File: src/rtl/ring_freq_meter.sv
// ring_freq_meter: multi-channel ring-oscillator frequency meter.
//
// Each ring input is synchronised into clk and rising-edge detected. Edges are counted over a
// programmable gate window of G clk cycles. At the end of the window all channel counts are
// latched together and flagged with a one-cycle valid pulse. The meter runs single-shot or in
// continuous mode, where windows follow back to back. Counters saturate and report overflow.
//
// Ports:
//   clk        system clock, rising edge
//   rst        asynchronous active-high reset
//   start      one-cycle measurement request, accepted only in IDLE
//   cont       continuous mode, sampled with start and again at every window end
//   gate_len   window length in clk cycles (0 behaves as 1), captured on start / re-arm
//   ring_in    asynchronous ring-oscillator outputs, one bit per channel
//   busy       high in every state except IDLE
//   valid      one-cycle pulse while count_out/ovf show a freshly latched window
//   count_out  latched counts, channel k in bits [k*CNT_W +: CNT_W]
//   ovf        per-channel saturation flag for the latched window
//
// Timing: start accepted in cycle t -> ARM at t+1, GATE over t+2..t+G+1, DONE/valid at t+G+2.
// Inputs toggling faster than f_clk/2 alias; SYNC_STAGES must be at least 2.

module ring_freq_meter #(
    parameter int unsigned N_CH        = 4,
    parameter int unsigned CNT_W       = 16,
    parameter int unsigned GATE_W      = 16,
    parameter int unsigned SYNC_STAGES = 2
) (
    input  logic                    clk,
    input  logic                    rst,
    input  logic                    start,
    input  logic                    cont,
    input  logic [GATE_W-1:0]       gate_len,
    input  logic [N_CH-1:0]         ring_in,
    output logic                    busy,
    output logic                    valid,
    output logic [N_CH*CNT_W-1:0]   count_out,
    output logic [N_CH-1:0]         ovf
);

    typedef enum logic [1:0] {
        StIdle,
        StArm,
        StGate,
        StDone
    } state_e;

    state_e state_q, state_d;

    // ------------------------------------------------------------------
    // Input path: synchroniser chain plus one edge register per channel
    // ------------------------------------------------------------------
    logic [SYNC_STAGES-1:0][N_CH-1:0] sync_q;
    logic [N_CH-1:0]                  prev_q;
    logic [N_CH-1:0]                  edge_pulse;

    always_ff @(posedge clk or posedge rst) begin
        if (rst) begin
            sync_q <= '0;
            prev_q <= '0;
        end else begin
            sync_q[0] <= ring_in;
            for (int unsigned i = 1; i < SYNC_STAGES; i++) begin
                sync_q[i] <= sync_q[i-1];
            end
            prev_q <= sync_q[SYNC_STAGES-1];
        end
    end

    assign edge_pulse = sync_q[SYNC_STAGES-1] & ~prev_q;

    // ------------------------------------------------------------------
    // Window configuration capture
    // ------------------------------------------------------------------
    logic [GATE_W-1:0] gate_q;
    logic [GATE_W-1:0] gate_sel;
    logic              cont_q;
    logic              capture;
    logic              rearm;

    // A zero-length window is meaningless, so it is widened to one cycle.
    assign gate_sel = (gate_len == '0) ? GATE_W'(1) : gate_len;
    assign rearm    = (state_q == StDone) && cont_q && cont;
    assign capture  = ((state_q == StIdle) && start) || rearm;

    always_ff @(posedge clk or posedge rst) begin
        if (rst) begin
            gate_q <= GATE_W'(1);
            cont_q <= 1'b0;
        end else if (capture) begin
            gate_q <= gate_sel;
            cont_q <= cont;
        end
    end

    // ------------------------------------------------------------------
    // Gate timer: loaded with G-1 in ARM, counts down through GATE
    // ------------------------------------------------------------------
    logic [GATE_W-1:0] timer_q;
    logic              win_end;

    assign win_end = (state_q == StGate) && (timer_q == '0);

    always_ff @(posedge clk or posedge rst) begin
        if (rst) begin
            timer_q <= '0;
        end else if (state_q == StArm) begin
            timer_q <= gate_q - GATE_W'(1);
        end else if ((state_q == StGate) && (timer_q != '0)) begin
            timer_q <= timer_q - GATE_W'(1);
        end
    end

    // ------------------------------------------------------------------
    // State machine
    // ------------------------------------------------------------------
    always_comb begin
        state_d = state_q;
        unique case (state_q)
            StIdle: if (start) state_d = StArm;
            StArm:  state_d = StGate;
            StGate: if (timer_q == '0) state_d = StDone;
            StDone: state_d = rearm ? StArm : StIdle;
            default: state_d = StIdle;
        endcase
    end

    always_ff @(posedge clk or posedge rst) begin
        if (rst) begin
            state_q <= StIdle;
        end else begin
            state_q <= state_d;
        end
    end

    // ------------------------------------------------------------------
    // Per-channel saturating edge counters
    // ------------------------------------------------------------------
    logic [N_CH-1:0][CNT_W-1:0] cnt_q, cnt_d;
    logic [N_CH-1:0]            acc_ovf_q, acc_ovf_d;

    always_comb begin
        cnt_d     = cnt_q;
        acc_ovf_d = acc_ovf_q;
        if (state_q == StArm) begin
            cnt_d     = '0;
            acc_ovf_d = '0;
        end else if (state_q == StGate) begin
            for (int unsigned k = 0; k < N_CH; k++) begin
                if (edge_pulse[k]) begin
                    // An edge arriving at all-ones is lost: hold and record overflow.
                    if (cnt_q[k] == {CNT_W{1'b1}}) begin
                        acc_ovf_d[k] = 1'b1;
                    end else begin
                        cnt_d[k] = cnt_q[k] + CNT_W'(1);
                    end
                end
            end
        end
    end

    always_ff @(posedge clk or posedge rst) begin
        if (rst) begin
            cnt_q     <= '0;
            acc_ovf_q <= '0;
        end else begin
            cnt_q     <= cnt_d;
            acc_ovf_q <= acc_ovf_d;
        end
    end

    // ------------------------------------------------------------------
    // Result registers
    // ------------------------------------------------------------------
    // Loaded on the edge entering DONE from the next-state counter values, so the last GATE
    // cycle's edges are included and the new results are visible during the valid cycle.
    logic [N_CH-1:0][CNT_W-1:0] count_out_q;
    logic [N_CH-1:0]            ovf_q;

    always_ff @(posedge clk or posedge rst) begin
        if (rst) begin
            count_out_q <= '0;
            ovf_q       <= '0;
        end else if (win_end) begin
            count_out_q <= cnt_d;
            ovf_q       <= acc_ovf_d;
        end
    end

    assign count_out = count_out_q;
    assign ovf       = ovf_q;
    assign busy      = (state_q != StIdle);
    assign valid     = (state_q == StDone);

endmodule

File: config.mk
export PLATFORM = sky130hd
export DESIGN_NAME = ring_freq_meter
export DESIGN_NICKNAME = d
export VERILOG_FILES = /design/src/rtl/ring_freq_meter.sv
export SDC_FILE = /design/constraint.sdc
export NUM_CORES = 1
export LEC_CHECK = 0
export ABC_AREA = 1
export BUFFER_PORTS_ARGS = -buffer_cell sky130_fd_sc_hd__buf_2
export CAP_MARGIN = 40
export CORE_MARGIN = 10
export CORE_UTILIZATION = 35
export CTS_BUF_LIST = sky130_fd_sc_hd__clkbuf_4 sky130_fd_sc_hd__clkbuf_8 sky130_fd_sc_hd__clkbuf_16
export DETAILED_ROUTE_END_ITERATION = 16
export GPL_ROUTABILITY_DRIVEN = 0
export HOLD_SLACK_MARGIN = 0.02
export SETUP_SLACK_MARGIN = 0.2
export SYNTH_ARGS = -nofsm -noshare
export SYNTH_HDL_FRONTEND = slang
export SYNTH_SLANG_ARGS = --single-unit
File: constraint.sdc
create_clock -name clk -period 9.6 [get_ports clk]
set_input_delay 0.96 -clock clk [delete_from_list [all_inputs] [get_ports clk]]
set_output_delay 0.96 -clock clk [all_outputs]
set_load 0.01 [all_outputs]
### Yosys cells after proc, flatten, opt, wreduce, memory -nomap -nowiden

Cells that the tools add are included.

| storage, ports and cells | value |
|---|---|
| register bits after elaboration | 183 |
| input port bits | 24 |

| operators by class | value |
|---|---|
| $add $sub $neg | 6 |
| eq/ne operators | 9 |
| multiplexer cells | 27 |
| bitwise gates (word level) | 2 |
| reduce and logical (&&, ||, !) cells | 13 |

Operator list:

| cell | number |
|---|---|
| $mux 16 | 11 |
| $mux 64 | 2 |
| $add 16x1->16 const B | 4 |
| $eq 16x16->1 const B | 4 |
| $logic_not 16->1 | 2 |
| $sub 16x1->16 const B | 2 |
| $reduce_bool 16->1 | 1 |
| $mux 1 | 9 |
| $mux 4 | 2 |
| $pmux 2 s4 | 1 |
| $logic_and 1x1->1 | 5 |
| $and 4x4->4 | 1 |
| $eq 2x2->1 const B | 2 |
| $mux 2 | 2 |
| $not 4->4 | 1 |
| $reduce_bool 2->1 | 2 |
| $eq 2x1->1 const B | 1 |
| $logic_not 2->1 | 1 |
| $ne 2x1->1 const B | 1 |
| $ne 2x2->1 const B | 1 |
| $reduce_and 2->1 | 1 |
| $logic_or 1x1->1 | 1 |

### Longest topological paths before layout

Gate-level depths: netlist of run 1.

| depth | value |
|---|---|
| depth after elaboration | 5 |
| mapped depth | 17 |
| depth with buffers taken out | 15 |

### Least setup slack after synthesis of run 1

Ideal clock, no wire load.

| timing path | value |
|---|---|
| path type | register to register |
| start | register state_q[1] |
| end | register timer_q[8] |
| data arrival time | 1981 ps |
| data required time | 9483 ps |
| slack | 7503 ps |
| stages on the path, launching flop included | 17 |
| clock period less this slack | 2097 ps |
| path through | dfrtp_1 inv_1 ha_1 buf_6 buf_6 nand2_1 o21ai_2 inv_2 ha_1 inv_1 a21oi_1 nand2_1 nor2_4 nand2_1 xnor2_1 nand2_1 nand2_1 |

| on the way | value |
|---|---|
| word-level cells in the longest chain between the ends | 3 |

Ends and longest elaborated chain:

| element | line | source |
|---|---|---|
| start, declared | 48 | `state_e state_q, state_d;` |
| start signal, assigned | 130 | `state_q <= StIdle;` |
| start signal, assigned | 132 | `state_q <= state_d;` |
| $eq 2x2->1 | 109 | `end else if ((state_q == StGate) && (timer_q != '0)) begin` |
| $logic_and 1x1->1 | 109 |  |
| $reduce_bool 2->1 (no source line) | - |  |
| end signal, assigned | 108 | `timer_q <= gate_q - GATE_W'(1);` |
| end signal, assigned | 110 | `timer_q <= timer_q - GATE_W'(1);` |
| end, declared | 99 | `logic [GATE_W-1:0] timer_q;` |

Parallel ways exist; a longest one is shown, timed or not.
A chain may end at the register's enable or synchronous reset.

### Final worst setup path of run 1

| timing path | value |
|---|---|
| start | register state_q[1] |
| end | register timer_q[10] |

The elaborated chain is that of the path after synthesis.

==> results of run 1 <==
==> cells by family after synthesis <==
kind of cell	count (synthesis)	share of synthesized area, %
AO/OA/AOI/OAI	122	7.099
XOR/XNOR	7	0.6502
adder cells (fa/ha/maj)	10	1.327
buffers and inverters	192	8.599
flip-flops	183	48.58
multiplexers	14	1.672
AND/OR/NAND/NOR	668	32.07
==> cell type report <==
class | count | share of cell area (%)
Clock buffer | 20 | 4.186
Clock inverter | 11 | 0.8418
Inverter | 154 | 5.472
Multi-Input combinational cell | 821 | 37.75
Sequential cell | 183 | 42.80
Tap cell | 341 | 3.987
Timing Repair Buffer | 99 | 4.957
==> worst register-to-register path, cell delays in order (launching register included) <==
cell	delay, ns
dfrtp_1	0.42
inv_1	0.14
ha_2	0.62
buf_4	0.45
nand2_1	0.10
o21ai_1	0.17
ha_1	0.22
inv_1	0.06
a21oi_1	0.15
nand2_1	0.13
nor2_4	0.17
nand3_1	0.09
nand2_1	0.07
nand2_1	0.05
nand2_1	0.04
o21ai_1	0.08
==> per-stage QoR <==
| stage | area [sq um] | power (W) | std cells | worst slack (ns) |
|---|---|---|---|---|
| after floorplan | 9429 | 0.001772 | 1196 | 3.670 |
| after global placement | 10140 | 0.002000 | 1597 | 6.591 |
| after detailed placement | 10160 | 0.002020 | 1598 | 6.470 |
| after CTS | 10700 | 0.002692 | 1629 | 6.437 |
| after global routing | 10700 | 0.002875 | 1629 | 6.194 |
| final | 10700 | 0.002663 | 1629 | 6.487 |
==> sequential cells by signal (all words and copies together), names as in the netlist <==
register and cells:
count_out 64, acc_ovf_q 4, state_q 2, timer_q 16
cnt_q 64, cont_q 1, gate_q 16, prev_q 4
sync_q 8, ovf 4
==> power breakdown <==
part           internal [W]  switching [W]  total, W
Clock              0.000344       0.000317  0.000661
Combinational      0.000319       0.000622  0.000940
Sequential         0.000941       0.000120   0.00106
==> per-layer routing <==
layer / global-route usage (%) / part of all wire (%) / up-vias / wire length, um
met1: 18.63 / 50 / 3720 / 11340
met3: 2.737 / 4.4 / 13 / 1005
met4: 3.474 / 0.73 / 0 / 167
li1: - / - / 4009 / -
met2: 22.05 / 45 / 154 / 10310
met5: 0 / 0 / - / 0
==> cells in the final DEF, fill, tap and decap left out, types with 5 or more instances in the layout <==
cell type / count
nor2_1: 91
nor3_1: 5
nand3_1: 86
buf_2: 93
nor2_4: 12
nand2_1: 364
and3_1: 15
nand4_1: 47
nand3b_1: 9
xor2_1: 6
nor2_2: 15
clkbuf_16: 17
o21a_1: 5
ha_1: 9
dfrtp_1: 182
and2_1: 5
inv_1: 140
inv_2: 13
mux2_2: 14
nand2_2: 6
o21ai_0: 26
a21oi_1: 19
buf_4: 5
o21ai_1: 57
==> path summary, 6_finish.rpt <==
kind                                     to  slack (ns)  cells past startpoint
max in group asynchronous          cnt_q[7]        7.77                      4
worst min-delay path              sync_q[4]        0.35                      0
worst min register to register    sync_q[4]        0.35                      0
worst max-delay path            timer_q[10]        6.49                     15
worst max register to register  timer_q[10]        6.49                     15
min in group asynchronous            cont_q        0.66                      2
==> results.json, run 1 <==
{
  "die_width_um": 184.1,
  "min_period_ns": 3.113,
  "crit_path_end_kind": "flop",
  "firstDrtPassIters": 5,
  "path_class": "flop to flop",
  "drt_iter0_drc": 660,
  "die_height_um": 184.1,
  "numCtsBuffers": 17,
  "hold_ws_ns": 0.3505,
  "register_area_sq_mm": 0.004581,
  "peakVddDrop_uv": 122.8,
  "syn_area_per_cell_sq_um": 7.884,
  "synth_area_leaders": "dfrtp_1 48%, nand2_1 14%, inv_1 5.7%, nand3_1 4.6%, nor2_1 3.6%",
  "crit_start": "state_q[1]",
  "crit_fanout": 34,
  "worstMarginPinSlew_ns": 0.8605,
  "yosysMostFrequentCell": "nand2_1",
  "num-fill-cells": 2721,
  "yosysSeqAreaShare_pct": 48.58,
  "ys_async_sr_fraction_pct": 100.0,
  "synth_top_area_share_pct": 48.30,
  "cts_resized": 0,
  "antenna_cells": 0,
  "grt.overflow.total": 0,
  "grt_usage_pct": 13.78,
  "rows": 60,
  "clkSinkCount": 183,
  "htree_num_levels": 4,
  "path_common_cell": "nand2_1",
  "hold_viol": 0,
  "die_area_sq_mm": 0.03391,
  "timing.final.crit_share_pct": 32.43,
  "synth_edf_count": 0,
  "clockRootBuffer": "clkbuf_16",
  "cts_buffer_depth": 2,
  "drv_cap": 0,
  "synth_top_area_cell": "dfrtp_1",
  "synth_area_sq_mm": 0.009429,
  "r2r_start": "state_q[1]",
  "utilization_pct": 40.04,
  "cp_top_family": "adder cells",
  "wl_um": 22820,
  "multi_input_area_sq_mm": 0.004040,
  "drc": 0,
  "setup_violations": 0,
  "dp_hpwl_um": 16060,
  "antenna_left": 0,
  "coreArea_sq_mm": 0.02673,
  "netlist_instances": 1196,
  "synthToLayoutAreaGrowth_pct": 13.50,
  "final.setup.tns_ns": 0,
  "rsz0062_at_grt": "no",
  "leakage_nw": 5.457,
  "slowest_delay_ns": 0.62,
  "portBuffers": 93,
  "worstHoldStart": "sync_q[0]",
  "clock_latency_ns": 0.43,
  "ctsHoldBuffers": 0,
  "final_nets": 1310,
  "status": "finished, final reports clean",
  "cp_slowest_cell": "ha_2",
  "grt_max_degree": 112,
  "ys_types": 41,
  "grt_antenna_before_repair": 0,
  "synth_warnings": 0,
  "startpoint_type": "flop",
  "grt_pass1_vias": 7552,
  "slew_violations": 0,
  "finClkSkew_ns": 0.01490,
  "vias": 7896,
  "post-cts-setup-buffers": 0,
  "min_path_type": "flop to flop",
  "drive_above_1_share_pct": 16.07,
  "p_per_area_mw_per_mm2": 248.8,
  "yosys_register_bits": 183,
  "post_drt_via_cell_ratio": 4.847,
  "cts.clk_slew.worst_paths_ns": 0.07,
  "cp_num_buf_inv": 3,
  "crit_required_ns": 9.87,
  "fmax_ghz": 0.3212,
  "synth_nets": 1230,
  "initial_core_util_pct": 35.28,
  "wl_per_cell_um": 14.01,
  "pin_count": 94,
  "arrival_ns": 3.39,
  "grt_pass1_wl_um": 38320,
  "worstPathCellList": "inv_1, ha_2, buf_4, nand2_1, o21ai_1, ha_1, inv_1, a21oi_1, nand2_1, nor2_4, nand3_1, nand2_1, nand2_1, nand2_1, o21ai_1",
  "maxSlewHeadroom_pct": 42.57,
  "ys_top_cells_by_count": "364 x nand2_1, 182 x dfrtp_1, 142 x inv_1",
  "cts_tree": "done",
  "ys.flop_type": "dfrtp_1"
}
Power figures use the tool's default switching activity.
==> inputs of run 2 (changes only) <==
Clock period 9.6 ns to 3 ns, I/O delays scaled along.
==> run 2 against run 1 <==
Net effect: final area grew 2.1%; routed wire length grew 1.9%; clock power grew to 3.5 times the previous value; non-clock buffer count is 13 higher; maximum frequency grew 28%; largest cell class unchanged; largest power group unchanged; highest routed layer unchanged.
==> results.json, run 2 (same netlist as run 1, synthesis figures left out) <==
{
  "grt.overflow.total": 0,
  "wl_um": 23250,
  "worstPathCellList": "inv_1, ha_4, buf_4, inv_2, buf_4, o21ai_0, a21oi_2, nand2_1, nand2_1",
  "cts_tree": "done",
  "cts.clk_slew.worst_paths_ns": 0.07,
  "grt_max_degree": 73,
  "die_area_sq_mm": 0.03391,
  "drc": 0,
  "crit_required_ns": 3.37,
  "firstDrtPassIters": 5,
  "rsz0062_at_grt": "no",
  "antenna_cells": 0,
  "path_class": "flop to flop",
  "numCtsBuffers": 17,
  "finClkSkew_ns": 0.01924,
  "grt_pass1_wl_um": 39410,
  "timing.final.crit_share_pct": 80.99,
  "min_period_ns": 2.430,
  "htree_num_levels": 4,
  "synthToLayoutAreaGrowth_pct": 15.90,
  "place_inst": 1606,
  "min_path_cells": 3,
  "layout_commonest_cell": "nand2_1",
  "leakage_nw": 5.564,
  "drt_iter0_drc": 576,
  "min_path_type": "input port to flop",
  "wl_met1_um": 11210,
  "slew_violations": 0,
  "final_cells": 1643,
  "setup_violations": 0,
  "slowest_delay_ns": 0.59,
  "clockRootBuffer": "clkbuf_16",
  "dr_wl_met2_um": 10600,
  "pin_count": 94,
  "portBuffers": 93,
  "top_layer": "met4",
  "cp_slowest_cell": "buf_4",
  "die_height_um": 184.1,
  "wl_per_cell_um": 14.15,
  "initial_core_util_pct": 35.28,
  "startpoint_type": "flop",
  "rr_worst_depth": 9,
  "post_drt_via_cell_ratio": 4.862,
  "drv_cap": 0,
  "status": "finished, final reports clean",
  "arrival_ns": 2.80,
  "dp_hpwl_um": 16680,
  "peakVddDrop_uv": 386.8,
  "grt_pass1_vias": 7920,
  "p_per_area_mw_per_mm2": 807.9,
  "hold_viol": 0,
  "antenna_left": 0,
  "die_width_um": 184.1,
  "maxSlewHeadroom_pct": 50.42,
  "crit_path_end_kind": "flop",
  "clock_latency_ns": 0.44,
  "rows": 60,
  "final.setup.tns_ns": 0,
  "clkSinkCount": 183,
  "drive_above_1_share_pct": 16.59,
  "grt_usage_pct": 14.17,
  "final_cell_mix": "364 x nand2_1, 182 x dfrtp_1, 140 x inv_1",
  "worstMarginPinSlew_ns": 0.7437,
  "cts_buffer_depth": 2,
  "grt_antenna_before_repair": 0,
  "coreArea_sq_mm": 0.02673,
  "fmax_ghz": 0.4116,
  "vias": 7989,
  "wl_met3_um": 1130,
  "num-fill-cells": 2746,
  "final_nets": 1323,
  "crit_fanout": 72
}
[run 2: cell count changes in the layout (fill, tap and decap cells not counted), sizes merged]
cell	delta
clkbuf	-3
dlygate4sd3	+5
clkinv	+4
clkinvlp	-2
buf	+8
inv	+1
bufinv	+1
[run 2: final timing paths]
check                                endpoint  slack [ns]         from
min in group asynchronous           sync_q[0]        0.50          rst
max in group asynchronous       count_out[57]        1.75          rst
worst min register to register      sync_q[6]        0.35    sync_q[2]
worst min-delay path                gate_q[2]        0.11  gate_len[2]
worst max register to register  count_out[28]        0.57   state_q[1]
worst max-delay path            count_out[28]        0.57   state_q[1]
[run 2: worst max-delay path: cells and delay by family (launching register included)]
family / cells / cell delay, ns
AOI/OAI and AO/OA: 2 / 0.42
adders and majority gates: 1 / 0.29
buffers and inverters: 4 / 1.12
and+or+nand+nor: 2 / 0.13
DFF: 1 / 0.39
[run 2: cell type report]
cell class / count / area (sq um) / share of cell area (%)
Sequential cell: 183 / 4581 / 41.92
Multi-Input combinational cell: 821 / 4050 / 37.06
Timing Repair Buffer: 112 / 683.2 / 6.251
Inverter: 154 / 581.8 / 5.324
Tap cell: 341 / 426.7 / 3.904
Clock buffer: 17 / 425.4 / 3.893
Clock inverter: 15 / 180.2 / 1.649
[run 2: repair_timing]
| item | 4_1_cts | 5_1_grt |
|---|---|---|
| buffers inserted | 0 | 0 |
| endpoints found under the setup margin | 0 | 4 |
| hold buffers | 5 | 0 |
| gates resized for setup | 0 | 1 |
| endpoints found under the hold margin | 23 | 0 |
[run 2: power by group]
part           switching (W)  internal, W
logic                0.00201      0.00110
clock network        0.00111      0.00120
registers           0.000407      0.00301
total                0.00352      0.00531
[run 2: through the flow]
step                      area [sq um]  util (%)  power [W]  hold slack, ns  setup WS (ns)
final                            10930     40.89   0.008828          0.1107         0.5704
after global routing             10930     40.89   0.009515          0.1015         0.3345
after detailed placement         10260     38.40   0.006559          0.3371         0.4461
after CTS                        10920     40.85   0.008911         0.09074         0.4412
after global placement           10260     38.40   0.006495          0.3323         0.5146
after floorplan                   9433         -   0.005672          0.3312         0.3503
[run 2: per-layer routing]
metal,up-vias,track usage [%]
met5,-,0
met4,0,3.933
met3,25,3.032
met2,172,23.27
met1,3755,18.43
li1,4037,-
==> inputs of run 3 (changes only) <==
Clock period 3 ns to 2.5 ns, I/O delays scaled along.
==> run 3 against run 2 <==
Net effect: via count shrank 0.53%; final area is 0.40% higher; die area unchanged; maximum frequency up 14%; first-iteration DRC count down 4.0%; clock skew is 0.00081 ns lower; hold slack worse by 0.056 ns; flip-flop and latch count stayed put; clock power rose by 23%; routed wire length fell by 2.0%; critical endpoint is now cnt_q[58]; register-to-register slack lost 0.19 ns.
==> results.json, run 3 (same netlist as run 1, synthesis figures left out) <==
{
  "portBuffers": 93,
  "cp_slowest_cell": "dfrtp_1",
  "drt_iter0_drc": 553,
  "peakVddDrop_uv": 619.7,
  "place_area_sq_mm": 0.01026,
  "clockRootBuffer": "clkbuf_16",
  "pin_count": 94,
  "utilization_pct": 41.05,
  "drive_above_1_share_pct": 17.08,
  "finClkSkew_ns": 0.01842,
  "final_area_sq_mm": 0.01097,
  "die_height_um": 184.1,
  "die_width_um": 184.1,
  "cp_num_buf_inv": 2,
  "wl_per_cell_um": 13.84,
  "vias": 7947,
  "r2r_setup_slack_ns": 0.38,
  "leakage_nw": 5.593,
  "cts.clk_slew.worst_paths_ns": 0.07,
  "crit_fanout": 11,
  "layout_commonest_cell": "nand2_1",
  "final_nets": 1327,
  "clock_latency_ns": 0.44,
  "cp_top_family": "simple AND/OR/NAND/NOR gates",
  "whs_endpoint": "gate_q[2]",
  "min_path_cells": 3,
  "dp_hpwl_um": 16370,
  "maxSlewHeadroom_pct": 55.96,
  "antenna_cells": 0,
  "initial_core_util_pct": 35.28,
  "numCtsBuffers": 17,
  "crit_path_end_kind": "flop",
  "drv_cap": 0,
  "grt_usage_pct": 13.77,
  "status": "finished, final reports clean",
  "cts_buffer_depth": 2,
  "min_period_ns": 2.125,
  "firstDrtPassIters": 7,
  "synthToLayoutAreaGrowth_pct": 16.36,
  "grt_antenna_before_repair": 0,
  "drc": 0,
  "min_path_type": "input port to flop",
  "worstPathCellList": "inv_1, ha_1, buf_4, nand2_1, nor2_2, nand2_1, nor2_1, nand3_1, and3_1",
  "path_class": "flop to flop",
  "slew_violations": 0,
  "grt_pass1_wl_um": 38260,
  "htree_num_levels": 4,
  "die_area_sq_mm": 0.03391,
  "antenna_left": 0,
  "worstHoldStart": "gate_len[2]",
  "post_drt_via_cell_ratio": 4.825,
  "r2r_start": "state_q[0]",
  "hold_viol": 0,
  "grt_pass1_vias": 7654,
  "grt_max_degree": 105,
  "crit_required_ns": 2.82,
  "p_per_area_mw_per_mm2": 975.8,
  "clkSinkCount": 183,
  "timing.final.crit_share_pct": 84.98,
  "rr_worst_depth": 9,
  "rsz0062_at_grt": "yes",
  "worstMarginPinSlew_ns": 0.6589,
  "wl_um": 22790,
  "fmax_ghz": 0.4707,
  "slowest_delay_ns": 0.44,
  "setup_violations": 0,
  "arrival_ns": 2.45,
  "cts_tree": "done",
  "rows": 60,
  "final_cell_mix": "363 x nand2_1, 182 x dfrtp_1, 139 x inv_1",
  "r2r-end": "cnt_q[58]",
  "grt.overflow.total": 0,
  "path_common_cell": "nand2_1",
  "startpoint_type": "flop",
  "coreArea_sq_mm": 0.02673
}
## run 3: where the power goes
part           switching (W)  internal, W
Combinational        0.00244      0.00134
Clock                0.00128      0.00155
Sequential          0.000485      0.00361
Total                0.00421      0.00650
## run 3: cell type report
cell class,instances,area [sq um]
timing repair buffer,116,704.4
clock inverter,14,177.7
fill,2722,15750
sequential,183,4581
clock buffer,18,439.2
tap,341,426.7
multi-input combinational,821,4061
inverter,154,581.8
## run 3: per-layer routing
layer,track usage [%],share of wire (%),vias up
met5,0,0,-
met4,3.736,0.91,0
met3,3.229,4.6,17
met2,21.91,45,167
met1,18.33,49,3729
li1,-,-,4034
## run 3: what timing repair did
action / CTS / global route
endpoints found under the hold margin: 56 / 0
hold buffers: 5 / 0
resized for setup: 0 / 6
buffers inserted: 0 / 1
endpoints found under the setup margin: 0 / 23
## run 3: how the worst max path moves through the flow
stage,startpoint,end,slack (ns),cells past startpoint
finish,state_q[0],cnt_q[58],0.38,9
CTS,state_q[1],timer_q[15],0.22,14
global route,state_q[1],timer_q[10],0.16,15
global placement,state_q[1],timer_q[15],0.34,14
floorplan,rst,acc_ovf_q[0],-0.1,1
detailed placement,state_q[1],timer_q[15],0.24,14
## run 3: tightest hold or removal path, cell delays in order
cell and delay [ns]:
buf_2 0.09, nand2_1 0.05, o21ai_0 0.06
## run 3: metrics by stage
| step | setup TNS (ns) | hold slack, ns | instances | worst slack [ns] | total power [W] |
|---|---|---|---|---|---|
| global placement | 0 | 0.1747 | 1609 | 0.3393 | 0.007794 |
| finish | 0 | 0.05484 | 1647 | 0.3755 | 0.01071 |
| global route | 0 | 0.05779 | 1647 | 0.1577 | 0.01150 |
| detailed placement | 0 | 0.1759 | 1609 | 0.2420 | 0.007874 |
| floorplan | -18.15 | 0.2814 | 1196 | -0.09973 | 0.006806 |
| CTS | 0 | 0.03517 | 1646 | 0.2208 | 0.01077 |
